<file path="src/rtl/ddr_out_gearbox_pkg.sv">
// Shared helpers for the DDR gearbox pair: word geometry and bit-pair extraction.
// The DDR input deserializer uses the same pair ordering.
package ddr_out_gearbox_pkg;

   localparam int MAX_W = 64;

   function automatic int pairs_of(input int width);
      return width / 2;
   endfunction

   function automatic int cnt_w_of(input int width);
      return $clog2(width / 2) + 1;
   endfunction

   // Returns {d1, d0} for pair k of a word that occupies word[width-1:0].
   function automatic logic [1:0] pair_get(input logic [MAX_W-1:0] word, input int width,
                                           input int k, input logic msb_first);
      logic [1:0] t;
      logic [1:0] p;
      if (msb_first) begin
         t = 2'(word >> (width - 2 - 2 * k));
         p = {t[0], t[1]};
      end else begin
         t = 2'(word >> (2 * k));
         p = t;
      end
      return p;
   endfunction

endpackage

</file>
<file path="src/rtl/ddr_gear_hold.sv">
// One-entry hold register in front of the gearbox shift register.
// Ready depends only on registered state so it never follows the valid input.
module ddr_gear_hold #(
   parameter int WIDTH = 8
) (
   input  logic             clk,
   input  logic             rst_n,
   input  logic [WIDTH-1:0] in_data,
   input  logic             in_valid,
   input  logic             cnt_zero,
   input  logic             drain,
   output logic             in_ready,
   output logic [WIDTH-1:0] hold,
   output logic             hold_v
);

   logic accept;

   assign in_ready = !hold_v | cnt_zero;
   assign accept   = in_valid & in_ready;

   // An accept on the same edge as a drain refills the entry, so it wins.
   always_ff @(posedge clk or negedge rst_n) begin
      if (!rst_n) begin
         hold   <= '0;
         hold_v <= 1'b0;
      end else if (accept) begin
         hold   <= in_data;
         hold_v <= 1'b1;
      end else if (drain) begin
         hold_v <= 1'b0;
      end
   end

endmodule

</file>
<file path="src/rtl/ddr_out_gearbox.sv">
// Parallel-to-DDR serializer: turns WIDTH-bit words into back-to-back D0/D1 pairs
// with CE for a two-edge output register, idling at IDLE_VAL when starved.
module ddr_out_gearbox
   import ddr_out_gearbox_pkg::*;
#(
   parameter int   WIDTH     = 8,
   parameter logic IDLE_VAL  = 1'b0,
   parameter logic MSB_FIRST = 1'b0
) (
   input  logic             C,
   input  logic             R_N,
   input  logic [WIDTH-1:0] IN_DATA,
   input  logic             IN_VALID,
   output logic             IN_READY,
   output logic             D0,
   output logic             D1,
   output logic             CE,
   output logic             BUSY,
   output logic             UNDERRUN
);

   localparam int PAIRS = pairs_of(WIDTH);
   localparam int CNT_W = cnt_w_of(WIDTH);

   generate
      if ((WIDTH < 2) || (WIDTH % 2 != 0) || (WIDTH > MAX_W)) begin : g_bad_width
         $error("ddr_out_gearbox: WIDTH must be even, >= 2 and <= MAX_W");
      end
   endgenerate

   logic [WIDTH-1:0] hold;
   logic             hold_v;
   logic [WIDTH-1:0] sr, sr_n;
   logic [CNT_W-1:0] cnt, cnt_n;
   logic             d0_n, d1_n, ce_n, take;
   logic [1:0]       p_sr, p_hold;

   ddr_gear_hold #(.WIDTH(WIDTH)) u_hold (
      .clk      (C),
      .rst_n    (R_N),
      .in_data  (IN_DATA),
      .in_valid (IN_VALID),
      .cnt_zero (cnt == '0),
      .drain    (take),
      .in_ready (IN_READY),
      .hold     (hold),
      .hold_v   (hold_v)
   );

   // The next pair to emit always sits at pair 0 of whichever word is the source.
   assign p_sr   = pair_get(MAX_W'(sr), WIDTH, 0, MSB_FIRST);
   assign p_hold = pair_get(MAX_W'(hold), WIDTH, 0, MSB_FIRST);

   always_comb begin
      d0_n  = IDLE_VAL;
      d1_n  = IDLE_VAL;
      ce_n  = 1'b0;
      cnt_n = cnt;
      sr_n  = sr;
      take  = 1'b0;
      if (cnt != '0) begin
         d0_n  = p_sr[0];
         d1_n  = p_sr[1];
         sr_n  = MSB_FIRST ? (sr << 2) : (sr >> 2);
         cnt_n = cnt - 1'b1;
         ce_n  = 1'b1;
      end else if (hold_v) begin
         take  = 1'b1;
         d0_n  = p_hold[0];
         d1_n  = p_hold[1];
         sr_n  = MSB_FIRST ? (hold << 2) : (hold >> 2);
         cnt_n = CNT_W'(PAIRS - 1);
         ce_n  = 1'b1;
      end
   end

   always_ff @(posedge C or negedge R_N) begin
      if (!R_N) begin
         D0       <= IDLE_VAL;
         D1       <= IDLE_VAL;
         CE       <= 1'b0;
         UNDERRUN <= 1'b0;
         cnt      <= '0;
         sr       <= '0;
      end else begin
         D0       <= d0_n;
         D1       <= d1_n;
         CE       <= ce_n;
         UNDERRUN <= CE & !ce_n;
         cnt      <= cnt_n;
         sr       <= sr_n;
      end
   end

   assign BUSY = CE | hold_v;

endmodule
</file>
<file path="config.mk">
export PLATFORM = sky130hd
export DESIGN_NAME = ddr_out_gearbox
export DESIGN_NICKNAME = d
export VERILOG_FILES = /design/src/rtl/ddr_out_gearbox_pkg.sv /design/src/rtl/ddr_gear_hold.sv /design/src/rtl/ddr_out_gearbox.sv
export SDC_FILE = /design/constraint.sdc
export NUM_CORES = 1
export LEC_CHECK = 0
export BUFFER_PORTS_ARGS = -buffer_cell sky130_fd_sc_hd__buf_2
export CELL_PAD_IN_SITES_DETAIL_PLACEMENT = 0
export CELL_PAD_IN_SITES_GLOBAL_PLACEMENT = 2
export CORE_MARGIN = 10
export CORE_UTILIZATION = 31
export DETAILED_ROUTE_END_ITERATION = 7
export GPL_TIMING_DRIVEN = 0
export PLACE_DENSITY_LB_ADDON = 0.25
export SYNTH_ARGS = -nofsm -noshare
export SYNTH_HDL_FRONTEND = slang
export SYNTH_SLANG_ARGS = --single-unit
</file>
<file path="constraint.sdc">
create_clock -name C -period 1.51 [get_ports C]
set_clock_uncertainty 0.1 [all_clocks]
set_input_delay 0 -clock C [delete_from_list [all_inputs] [get_ports C]]
set_output_delay 0 -clock C [all_outputs]
set_load 0.02 [all_outputs]
</file>
# Word level (Yosys, flattened, before mapping)
# Cells that the tools add are included.
# totals
regBits,24
inputBits,11
word_cells,32
out_inout_bits,6
# classes
n_addsub,1
reduce_logical,6
bitwise_logic,4
n_mux,13
# ops
op,n
$mux 8,2
$mux 1,9
$mux 3,2
$reduce_bool 2->1,2
$logic_not 3->1,1
$reduce_bool 3->1,1
$sub 3x1->3 const B,1
$and 1x1->1,2
$logic_not 1->1,2
$or 1x1->1,2

# Depth between registers and ports, before layout
# Gate-level depths: netlist of run 1.
# depth
word_depth,4
mapped_depth,7
mapped_depth_nobuf,5

# By module
# Synthesis of run 1 repeated with hierarchy kept, for this count alone.
# unflattened
hier_cells,70
area_unflattened_um2,1012.2
# modules_own_cells
mod,area_per_inst_um2,cells_each,seq_area_each_um2,n_inst
ddr_out_gearbox,624.3,49,325.3,1
ddr_gear_hold,387.9,21,225.2,1

# Least setup slack after synthesis of run 1
# Ideal clock, no wire load.
# synth_path
path_kind,reg-to-reg
startpoint,reg cnt[0]
endpoint,reg u_hold.hold[0]
t_required_ps,1285
stages_incl_launch_ff,6
path_buffers,0
slack_ps,-29
setup_time_ps,125
t_arrival_ps,1314
period_less_slack_ps,1539
cell_sequence,dfrtp_1 -> inv_1 -> ha_1 -> nand2b_4 -> a21boi_4 -> mux2_2
# synth_via
elab_chain_len,3
# synth_rtl
item,line_no,text
from (decl),ddr_out_gearbox.sv:34,"logic [CNT_W-1:0] cnt, cnt_n;"
from (signal assigned),ddr_out_gearbox.sv:90,cnt <= cnt_n;
$logic_not 3->1,ddr_out_gearbox.sv:43,".cnt_zero (cnt == '0),"
$or 1x1->1,ddr_gear_hold.sv:19,assign in_ready = !hold_v | cnt_zero;
$and 1x1->1,ddr_gear_hold.sv:20,assign accept = in_valid & in_ready;
to (signal assigned),ddr_gear_hold.sv:28,hold <= in_data;
to (decl),ddr_gear_hold.sv:13,"output logic [WIDTH-1:0] hold,"
# Every way passes these cells.
# A chain may end at the register's enable or synchronous reset.

# Worst setup path after layout of run 1
# Same ends and word-level chain as after synthesis.

==> impl_metrics.json, run 1 <==
{
  "fin_nets": 124,
  "netlist.area_leader.share_pct": 59.9,
  "synth-seq-cells": 22,
  "place.gp.congestion": 0.663,
  "seq_area_um2": 552,
  "p_comb_share_pct": 43.9,
  "synth_area_um2": 918,
  "synth.most_common_cell": "dfrtp_1",
  "yosysTopAreaCell": "dfrtp_1",
  "gr-total-overflow": 0,
  "p_seq_share_pct": 44.3,
  "endpoint_kind": "flop",
  "rows": 19,
  "area_growth_pct": 39.5,
  "hold_class": "in2async",
  "cts_buffer_depth": 2,
  "crit_path_top_delay_cell": "dfrtp_1",
  "insertion_delay_ps": 290,
  "die_h_um": 74.4,
  "final_area_um2": 1280,
  "p_int_mw": 1.48,
  "leakage_nw": 0.650,
  "p_sw_share_pct": 31.7,
  "grt_max_degree": 23,
  "grt_pass1_vias": 738,
  "path_clk_slew_ps": 110,
  "fin_crit_sh_pct": 99.6,
  "clkPwrFrac_pct": 11.7,
  "hold_slack_ps": 83.8,
  "worstPathArrival_ps": 1600,
  "io_buffers": 16,
  "synth_edf_count": 0,
  "avgViaCountPerCell": 4.59,
  "yosys.cell_types.count": 17,
  "multi_input_area_um2": 382,
  "syn_inst": 73,
  "crit_fanout": 8,
  "synthTopCellsByCount": "22 x dfrtp_1, 9 x mux2_2, 9 x nand2_1",
  "synthArstFlopShare_pct": 100,
  "max-vdd-ir-drop_uv": 776,
  "route.final.wire_length_mm": 1.79,
  "wl_per_cell_um": 12.8,
  "drt_iter0_markers": 16,
  "start_util_pct": 32.7,
  "tightest_slew_ps": 487,
  "drtPass1Iterations": 3,
  "tns_ps": 0,
  "cp-start-kind": "flop",
  "cts_made_buffers": 3,
  "grt_usage_pct": 7.81,
  "syn-num-nets": 86,
  "dp_cells": 120,
  "stdcell_count": 140,
  "criticalPathCategory": "reg2reg",
  "maxSlewHeadroom_pct": 67.5,
  "ant_nets": 0,
  "pre_cts_ws_ps": -182,
  "core_um2": 2810,
  "required_ps": 1600,
  "p_sw_uw": 687,
  "worst-r2r-setup-slack_ps": 5,
  "slowest_delay_ps": 400,
  "placed_area_um2": 1040,
  "drc": 0,
  "synth_area_per_cell_um2": 12.6,
  "yosysWarnings": 0,
  "h-tree-depth": 1,
  "antenna_found_initial": 0,
  "dr_total_vias": 643,
  "setup_viol": 0,
  "slew_viol_final": 0,
  "dp_hpwl_mm": 1.18,
  "crit_chain": "inv_2, ha_4, nand2b_4, a21boi_4, buf_12, mux2_4",
  "cts_num_sinks": 22,
  "yosys_most_used_dff": "dfrtp_1",
  "fill_cells": 267,
  "period_needed_ps": 1500,
  "synthTopCellsByArea": "dfrtp_1 60%, mux2_2 11%, mux2i_1 6.5%",
  "insertedDiodeCount": 0,
  "fmax_ghz": 0.665,
  "timing_hold_violations_final": 0,
  "dieArea_um2": 5540,
  "status": "completed",
  "clock-root-buffer": "clkbuf_4",
  "finalPower_mw": 2.17,
  "die_w_um": 74.4,
  "num_io_pins": 17,
  "cts_tree": "done",
  "layout-drive-gt1-share_pct": 42.2,
  "drv_cap": 0,
  "worst_slack_ps": 5.44,
  "ys_seq_area_share_pct": 59.9,
  "finish.utilization_pct": 45.7,
  "grt_pass1_wl_mm": 3.40,
  "p_per_area_nw_per_um2": 1690,
  "grt_setup_unrepaired": "yes"
}
[cell families after synthesis]
logic type	after synthesis	share of synthesized area (%)
adders and majority gates	2	2.72
buffers and inverters	6	3.40
AOI/OAI and AO/OA	9	6.40
DFF	22	59.9
muxes	15	17.6
and+or+nand+nor	19	9.95
[state kept, by name, summed over array words and instances (netlist names)]
name	count
u_hold.hold	8
sr	6
cnt	3
CE	1
D0	1
D1	1
UNDERRUN	1
u_hold.hold_v	1
[cell type report]
| cell class | instances | area share (%) |
|---|---|---|
| flip-flops and latches | 22 | 43.1 |
| multi-input cells | 45 | 29.8 |
| repair buffers | 33 | 19.6 |
| well taps | 31 | 3.03 |
| plain buffers | 3 | 1.86 |
| clock buffers | 3 | 1.76 |
| inverters | 3 | 0.879 |
[per-layer routing]
metal | up-vias | GRT usage, % | wire, um
li1 | 317 | - | -
met1 | 309 | 8.86 | 827
met2 | 15 | 12.8 | 797
met3 | 2 | 3.99 | 147
met4 | 0 | 1.89 | 13
met5 | - | 0 | 0
[layout by cell type, fill, tap and decap left out, drive strengths merged]
| cell type | instances |
|---|---|
| nor3 | 2 |
| nand2b | 2 |
| ha | 2 |
| a21boi | 1 |
| buf | 26 |
| inv | 3 |
| clkbuf | 3 |
| or2 | 2 |
| dfrtp | 22 |
| nand2 | 9 |
| a21oi | 2 |
| mux2i | 6 |
| dlygate4sd3 | 10 |
| mux2 | 9 |
| o21ai | 6 |
| nor2 | 4 |
[worst max-delay path, delay by kind of cell, from the launching register on]
kind	cells	cell delay (ps)
and+or+nand+nor	1	70
DFF	1	400
muxes	1	300
adders and majority gates	1	150
buffers and inverters	2	230
AOI/OAI and AO/OA	1	150
[final timing paths]
kind / startpoint / to / depth (start not counted)
worst max-delay path: cnt[0] / u_hold.hold[0] / 6
worst min-delay path: R_N / cnt[2] / 2
worst max register to register: cnt[0] / u_hold.hold[0] / 6
worst min register to register: sr[2] / sr[0] / 2
max in group asynchronous: R_N / u_hold.hold_v / 2
min in group C: IN_VALID / u_hold.hold_v / 3
[what timing repair did]
| action | 4_1_cts | 5_1_grt |
|---|---|---|
| gates resized for setup | 12 | 4 |
| hold buffers | 10 | 0 |
| pin swaps | 2 | 1 |
| gates cloned | 0 | 0 |
| setup endpoints to repair | 12 | 12 |
| endpoints found under the hold margin | 31 | 0 |
| buffers inserted | 6 | 1 |
[power by group through the flow]
stage / registers, mW / logic [mW] / clock network (mW)
finish: 0.963 / 0.954 / 0.254
global route: 1.00 / 1.05 / 0.313
CTS: 0.963 / 0.924 / 0.271
detailed placement: 0.983 / 0.679 / 0
global placement: 0.975 / 0.667 / 0
floorplan: 0.987 / 0.486 / 0
No activity file was read; power rests on OpenSTA's default activity.
==> run 2: changes to the inputs <==
--- a/config.mk
+++ b/config.mk
@@ -5,14 +5,16 @@
 export SDC_FILE = /design/constraint.sdc
 export NUM_CORES = 1
 export LEC_CHECK = 0
+export ABC_AREA = 1
 export BUFFER_PORTS_ARGS = -buffer_cell sky130_fd_sc_hd__buf_2
 export CELL_PAD_IN_SITES_DETAIL_PLACEMENT = 0
 export CELL_PAD_IN_SITES_GLOBAL_PLACEMENT = 2
 export CORE_MARGIN = 10
-export CORE_UTILIZATION = 31
+export CORE_UTILIZATION = 29
 export DETAILED_ROUTE_END_ITERATION = 7
 export GPL_TIMING_DRIVEN = 0
 export PLACE_DENSITY_LB_ADDON = 0.25
+export REMOVE_ABC_BUFFERS = 1
 export SYNTH_ARGS = -nofsm -noshare
 export SYNTH_HDL_FRONTEND = slang
 export SYNTH_SLANG_ARGS = --single-unit
==> run 2 against run 1 <==
Effect of this change:
- via count grew 12%
- fmax is 6.8% higher
- sequential share of layout area up 0.76 points
- cell area shrank 2.0%
- critical path depth fell by 1
- count of clock-buffer cells in the layout unchanged
==> impl_metrics.json, run 2 <==
{
  "worstRegToRegCells": 7,
  "clock-root-buffer": "clkbuf_4",
  "num_io_pins": 17,
  "synth.most_common_cell": "nand2_1",
  "synth_area_per_cell_um2": 9.30,
  "start_util_pct": 30.5,
  "avgViaCountPerCell": 4.10,
  "r2r_start": "cnt[0]",
  "route.final.wire_length_mm": 1.94,
  "maxSlewHeadroom_pct": 67.1,
  "grt_setup_unrepaired": "no",
  "p_comb_share_pct": 36.4,
  "rows": 20,
  "grt_max_degree": 23,
  "antenna_found_initial": 0,
  "synthTopCellsByArea": "dfrtp_1 59%, nand2_1 16%, nand3_1 8.6%",
  "cts_buffer_depth": 2,
  "wl_per_cell_um": 11.0,
  "leakage_nw": 0.650,
  "h-tree-depth": 1,
  "timing_hold_violations_final": 0,
  "endpoint_kind": "primary output",
  "synth_area_um2": 930,
  "p_int_mw": 1.42,
  "grt_pass1_wl_mm": 3.39,
  "yosysWarnings": 0,
  "cts_made_buffers": 3,
  "final_cell_mix": "40 x nand2_1, 22 x dfrtp_1, 16 x nand3_1",
  "fin_nets": 146,
  "yosys.cell_types.count": 15,
  "die_h_um": 76.6,
  "drc": 0,
  "area_growth_pct": 35.1,
  "clkPwrFrac_pct": 20.0,
  "status": "completed",
  "largestRegisters": "u_hold.hold: 8 flops, sr: 6 flops, cnt: 3 flops",
  "worst-r2r-setup-slack_ps": 120,
  "layout-drive-gt1-share_pct": 25.0,
  "stdcell_count": 176,
  "insertion_delay_ps": 310,
  "tns_ps": 0,
  "ys_seq_area_share_pct": 59.2,
  "core_um2": 3050,
  "drv_cap": 0,
  "grt_pass1_vias": 751,
  "synthTopCellsByCount": "40 x nand2_1, 22 x dfrtp_1, 16 x nand3_1",
  "dp_hpwl_mm": 1.33,
  "reg2reg_to": "sr[1]",
  "p_sw_uw": 837,
  "cp-start-kind": "flop",
  "path_clk_slew_ps": 130,
  "syn_inst": 100,
  "synthArstFlopShare_pct": 100,
  "cts_num_sinks": 22,
  "synth-seq-cells": 22,
  "insertedDiodeCount": 0,
  "dieArea_um2": 5870,
  "drtPass1Iterations": 4,
  "largest-register": "u_hold.hold",
  "tightest_slew_ps": 494,
  "crit_fanout": 11,
  "die_w_um": 76.6,
  "ant_nets": 0,
  "dp_cells": 158,
  "setup_viol": 0,
  "p_per_area_nw_per_um2": 1800,
  "slew_viol_final": 0,
  "gr-total-overflow": 0,
  "worst_slack_ps": 101,
  "drt_iter0_markers": 21,
  "netlist.area_leader.share_pct": 59.2,
  "io_buffers": 16,
  "cts_tree": "done",
  "layout_commonest_cell": "nand2_1",
  "fill_cells": 326,
  "period_needed_ps": 1410,
  "dr_total_vias": 722,
  "fin_crit_sh_pct": 93.3,
  "hold_class": "in2async",
  "synth_edf_count": 0,
  "pre_cts_ws_ps": 18.7,
  "place.gp.congestion": 0.648,
  "worstPathArrival_ps": 1310,
  "criticalPathCategory": "reg2out",
  "grt_usage_pct": 7.01,
  "max-vdd-ir-drop_uv": 605,
  "fmax_ghz": 0.710,
  "largest_reg_flops": 8,
  "required_ps": 1410,
  "p_seq_share_pct": 43.5,
  "p_sw_share_pct": 37.0,
  "yosys_most_used_dff": "dfrtp_1",
  "yosysTopAreaCell": "dfrtp_1"
}
## run 2: how the worst max path moves through the flow
stage            from              to  slack, ps
2_1_floorplan  cnt[0]  u_hold.hold[0]        160
3_3_place_gp   cnt[0]  u_hold.hold[4]         40
3_5_place_dp   cnt[0]  u_hold.hold[7]         20
4_1_cts        cnt[0]        IN_READY         10
5_1_grt        cnt[0]        IN_READY         10
6_report       cnt[0]        IN_READY        100
## run 2: through the flow
stage,total power [mW],hold WS (ps),area [um2],util (%)
floorplan,1.47,-396,913,-
detailed placement,1.69,-103,1050,34.3
finish,2.26,66.6,1260,41.1
global route,2.46,97.5,1260,41.1
CTS,2.22,86.9,1220,40.1
global placement,1.68,-98.5,1050,34.3
## run 2: final cells by class
type                            count  area, um2  area share, %
Multi-Input combinational cell     70        367           29.2
Clock inverter                      1       30.0           2.39
Inverter                            7       26.3           2.09
Tap cell                           44       55.1           4.38
Clock buffer                        3       22.5           1.79
Timing Repair Buffer               29        205           16.3
Sequential cell                    22        551           43.8
## run 2: worst max-delay path, cell delays in order, from the launching register on
cell and delay [ps]:
dfrtp_1 400, inv_1 120, ha_4 160, nand2_4 70
nand2_8 100, buf_4 160
## run 2: kinds of logic (layout without fill, tap and decap cells)
kind of cell,after synthesis,count (layout),share of synthesized area [%]
AOI/OAI and AO/OA,4,4,2.42
and+or+nand+nor,63,64,31.1
DFF,22,22,59.2
adders and majority gates,2,2,2.69
buffers and inverters,9,40,4.58
## run 2: metal layers
metal,up-vias,GRT usage [%],share of wire [%]
li1,381,-,-
met1,327,8.19,48
met2,12,10.9,46
met3,2,2.83,4.9
met4,0,3.35,0.88
met5,-,0,0
## run 2: repair_timing
| item | 4_1_cts | 5_1_grt |
|---|---|---|
| hold buffers | 10 | 0 |
| setup buffers | 2 | 1 |
| cloned | 0 | 1 |
| setup endpoints to repair | 1 | 11 |
| resized for setup | 1 | 5 |
| endpoints found under the hold margin | 30 | 0 |
| pin swaps | 1 | 1 |
## run 2: power by group through the flow
stage / clock network, mW / logic, mW / registers [mW]
final: 0.453 / 0.824 / 0.984
after global routing: 0.491 / 0.951 / 1.02
after CTS: 0.463 / 0.771 / 0.983
after detailed placement: 0 / 0.705 / 0.988
after global placement: 0 / 0.693 / 0.983
after floorplan: 0 / 0.475 / 0.999
==> run 3: changes to the inputs <==
--- a/config.mk
+++ b/config.mk
@@ -13,7 +13,7 @@
 export CORE_UTILIZATION = 29
 export DETAILED_ROUTE_END_ITERATION = 7
 export GPL_TIMING_DRIVEN = 0
-export PLACE_DENSITY_LB_ADDON = 0.25
+export PLACE_DENSITY = 0.69
 export REMOVE_ABC_BUFFERS = 1
 export SYNTH_ARGS = -nofsm -noshare
 export SYNTH_HDL_FRONTEND = slang
==> run 3 against run 2 <==
Effect of this change:
- register-to-register slack better by 30 ps
- first-iteration DRC count is 4.8% lower
- largest power group unchanged
- critical path type unchanged
- global-route usage is 0.36 points higher
- hold slack better by 15 ps
- sequential share of layout area is 0.40 points higher
- routed wire length is 2.3% higher
- critical path depth is 2 lower
- count of clock-buffer cells in the layout is 1 higher
==> impl_metrics.json, run 3 (synthesis gave the netlist of run 2 again) <==
{
  "largest-register": "u_hold.hold",
  "multi_input_area_um2": 367,
  "route.final.wire_length_mm": 1.98,
  "cts_made_buffers": 3,
  "grt_usage_pct": 7.37,
  "status": "completed",
  "cts_tree": "done",
  "timing_hold_violations_final": 0,
  "maxSlewHeadroom_pct": 67.0,
  "gr-total-overflow": 0,
  "grt_max_degree": 23,
  "fmax_ghz": 0.709,
  "area_growth_pct": 33.9,
  "dieArea_um2": 5870,
  "grt_pass1_wl_mm": 3.57,
  "seq_area_um2": 551,
  "final_cell_mix": "40 x nand2_1, 22 x dfrtp_1, 16 x nand3_1",
  "num_io_pins": 17,
  "layout-drive-gt1-share_pct": 26.0,
  "die_w_um": 76.6,
  "crit_path_top_delay_cell": "dfrtp_1",
  "dp_cells": 158,
  "tightest_slew_ps": 496,
  "required_ps": 1410,
  "ant_nets": 0,
  "drt_iter0_markers": 20,
  "rows": 20,
  "criticalPathCategory": "reg2out",
  "insertion_delay_ps": 300,
  "worst_slack_ps": 100,
  "io_buffers": 16,
  "place.gp.congestion": 0.683,
  "largest_reg_flops": 8,
  "p_seq_share_pct": 46.0,
  "p_per_area_nw_per_um2": 1730,
  "core_um2": 3050,
  "hold_class": "in2async",
  "grt_setup_unrepaired": "no",
  "worstPathArrival_ps": 1310,
  "insertedDiodeCount": 0,
  "clock-root-buffer": "clkbuf_4",
  "p_comb_share_pct": 39.0,
  "fin_crit_sh_pct": 93.4,
  "crit_chain": "inv_2, nand2_1, buf_2",
  "leakage_nw": 0.642,
  "dp_hpwl_mm": 1.38,
  "stdcell_count": 175,
  "die_h_um": 76.6,
  "avgViaCountPerCell": 4.16,
  "p_sw_uw": 837,
  "wl_per_cell_um": 11.3,
  "max-vdd-ir-drop_uv": 693,
  "cts_buffer_depth": 2,
  "fill_cells": 316,
  "grt_pass1_vias": 762,
  "cp-start-kind": "flop",
  "finish.utilization_pct": 40.8,
  "p_sw_share_pct": 38.9,
  "layout_commonest_cell": "nand2_1",
  "path_clk_slew_ps": 120,
  "drv_cap": 0,
  "slew_viol_final": 0,
  "period_needed_ps": 1410,
  "largestRegisters": "u_hold.hold: 8 flops, sr: 6 flops, cnt: 3 flops",
  "cts_num_sinks": 22,
  "setup_viol": 0,
  "endpoint_kind": "primary output",
  "slowest_delay_ps": 650,
  "tns_ps": 0,
  "start_util_pct": 30.5,
  "finalPower_mw": 2.15,
  "dr_total_vias": 728,
  "fin_nets": 145,
  "h-tree-depth": 1,
  "pre_cts_ws_ps": 17.3,
  "clkPwrFrac_pct": 15.0,
  "p_int_mw": 1.31,
  "antenna_found_initial": 0,
  "drtPass1Iterations": 3,
  "drc": 0,
  "crit_fanout": 8
}
-- run 3: timing repair --
item | in CTS | in global routing
gates cloned | 0 | 1
gates resized for setup | 3 | 4
setup endpoints to repair | 8 | 12
hold buffers | 10 | 0
endpoints found under the hold margin | 30 | 0
buffers inserted | 2 | 0
pin swaps | 1 | 1
-- run 3: power by group through the flow --
| stage | logic, mW | registers [mW] | clock network (mW) |
|---|---|---|---|
| 2_1_floorplan | 0.475 | 0.999 | 0 |
| 3_3_place_gp | 0.687 | 0.981 | 0 |
| 3_5_place_dp | 0.713 | 0.987 | 0 |
| 4_1_cts | 0.824 | 0.982 | 0.340 |
| 5_1_grt | 0.966 | 1.03 | 0.356 |
| 6_report | 0.839 | 0.989 | 0.324 |
-- run 3: worst max-delay path, delay by kind of cell, from the launching register on --
family	cells	cell delay (ps)
buffers and inverters	2	270
and+or+nand+nor	1	80
DFF	1	650
-- run 3: path summary, 6_finish.rpt --
kind,end,from,slack (ps),cells after the start
max in group asynchronous,u_hold.hold[0],R_N,890,2
min,cnt[2],R_N,80,2
min reg2reg,sr[5],sr[5],390,2
max reg2reg,sr[2],cnt[0],150,7
min in group C,u_hold.hold[7],IN_DATA[7],350,4
max,BUSY,u_hold.hold_v,100,3
-- run 3: area by class of cell --
type,instances,share of cell area [%]
clock buffer,4,2.91
inverter,7,2.11
multi-input combinational,70,29.4
sequential,22,44.2
tap,44,4.42
timing repair buffer,28,16.9
-- run 3: through the flow --
| stage | hold slack, ps | cell area [um2] |
|---|---|---|
| global route | 128 | 1240 |
| finish | 81.8 | 1240 |
| detailed placement | -95.0 | 1050 |
| global placement | -101 | 1050 |
| floorplan | -396 | 913 |
| CTS | 99.6 | 1230 |
-- run 3: per-layer routing --
metal  global-route usage (%)  vias to the layer above  share of wire, %
li1                         -                      380                 -
met1                     8.93                      332                48
met2                     11.1                       14                47
met3                     2.71                        2               4.3
met4                     3.90                        0              0.81
met5                        0                        -                 0
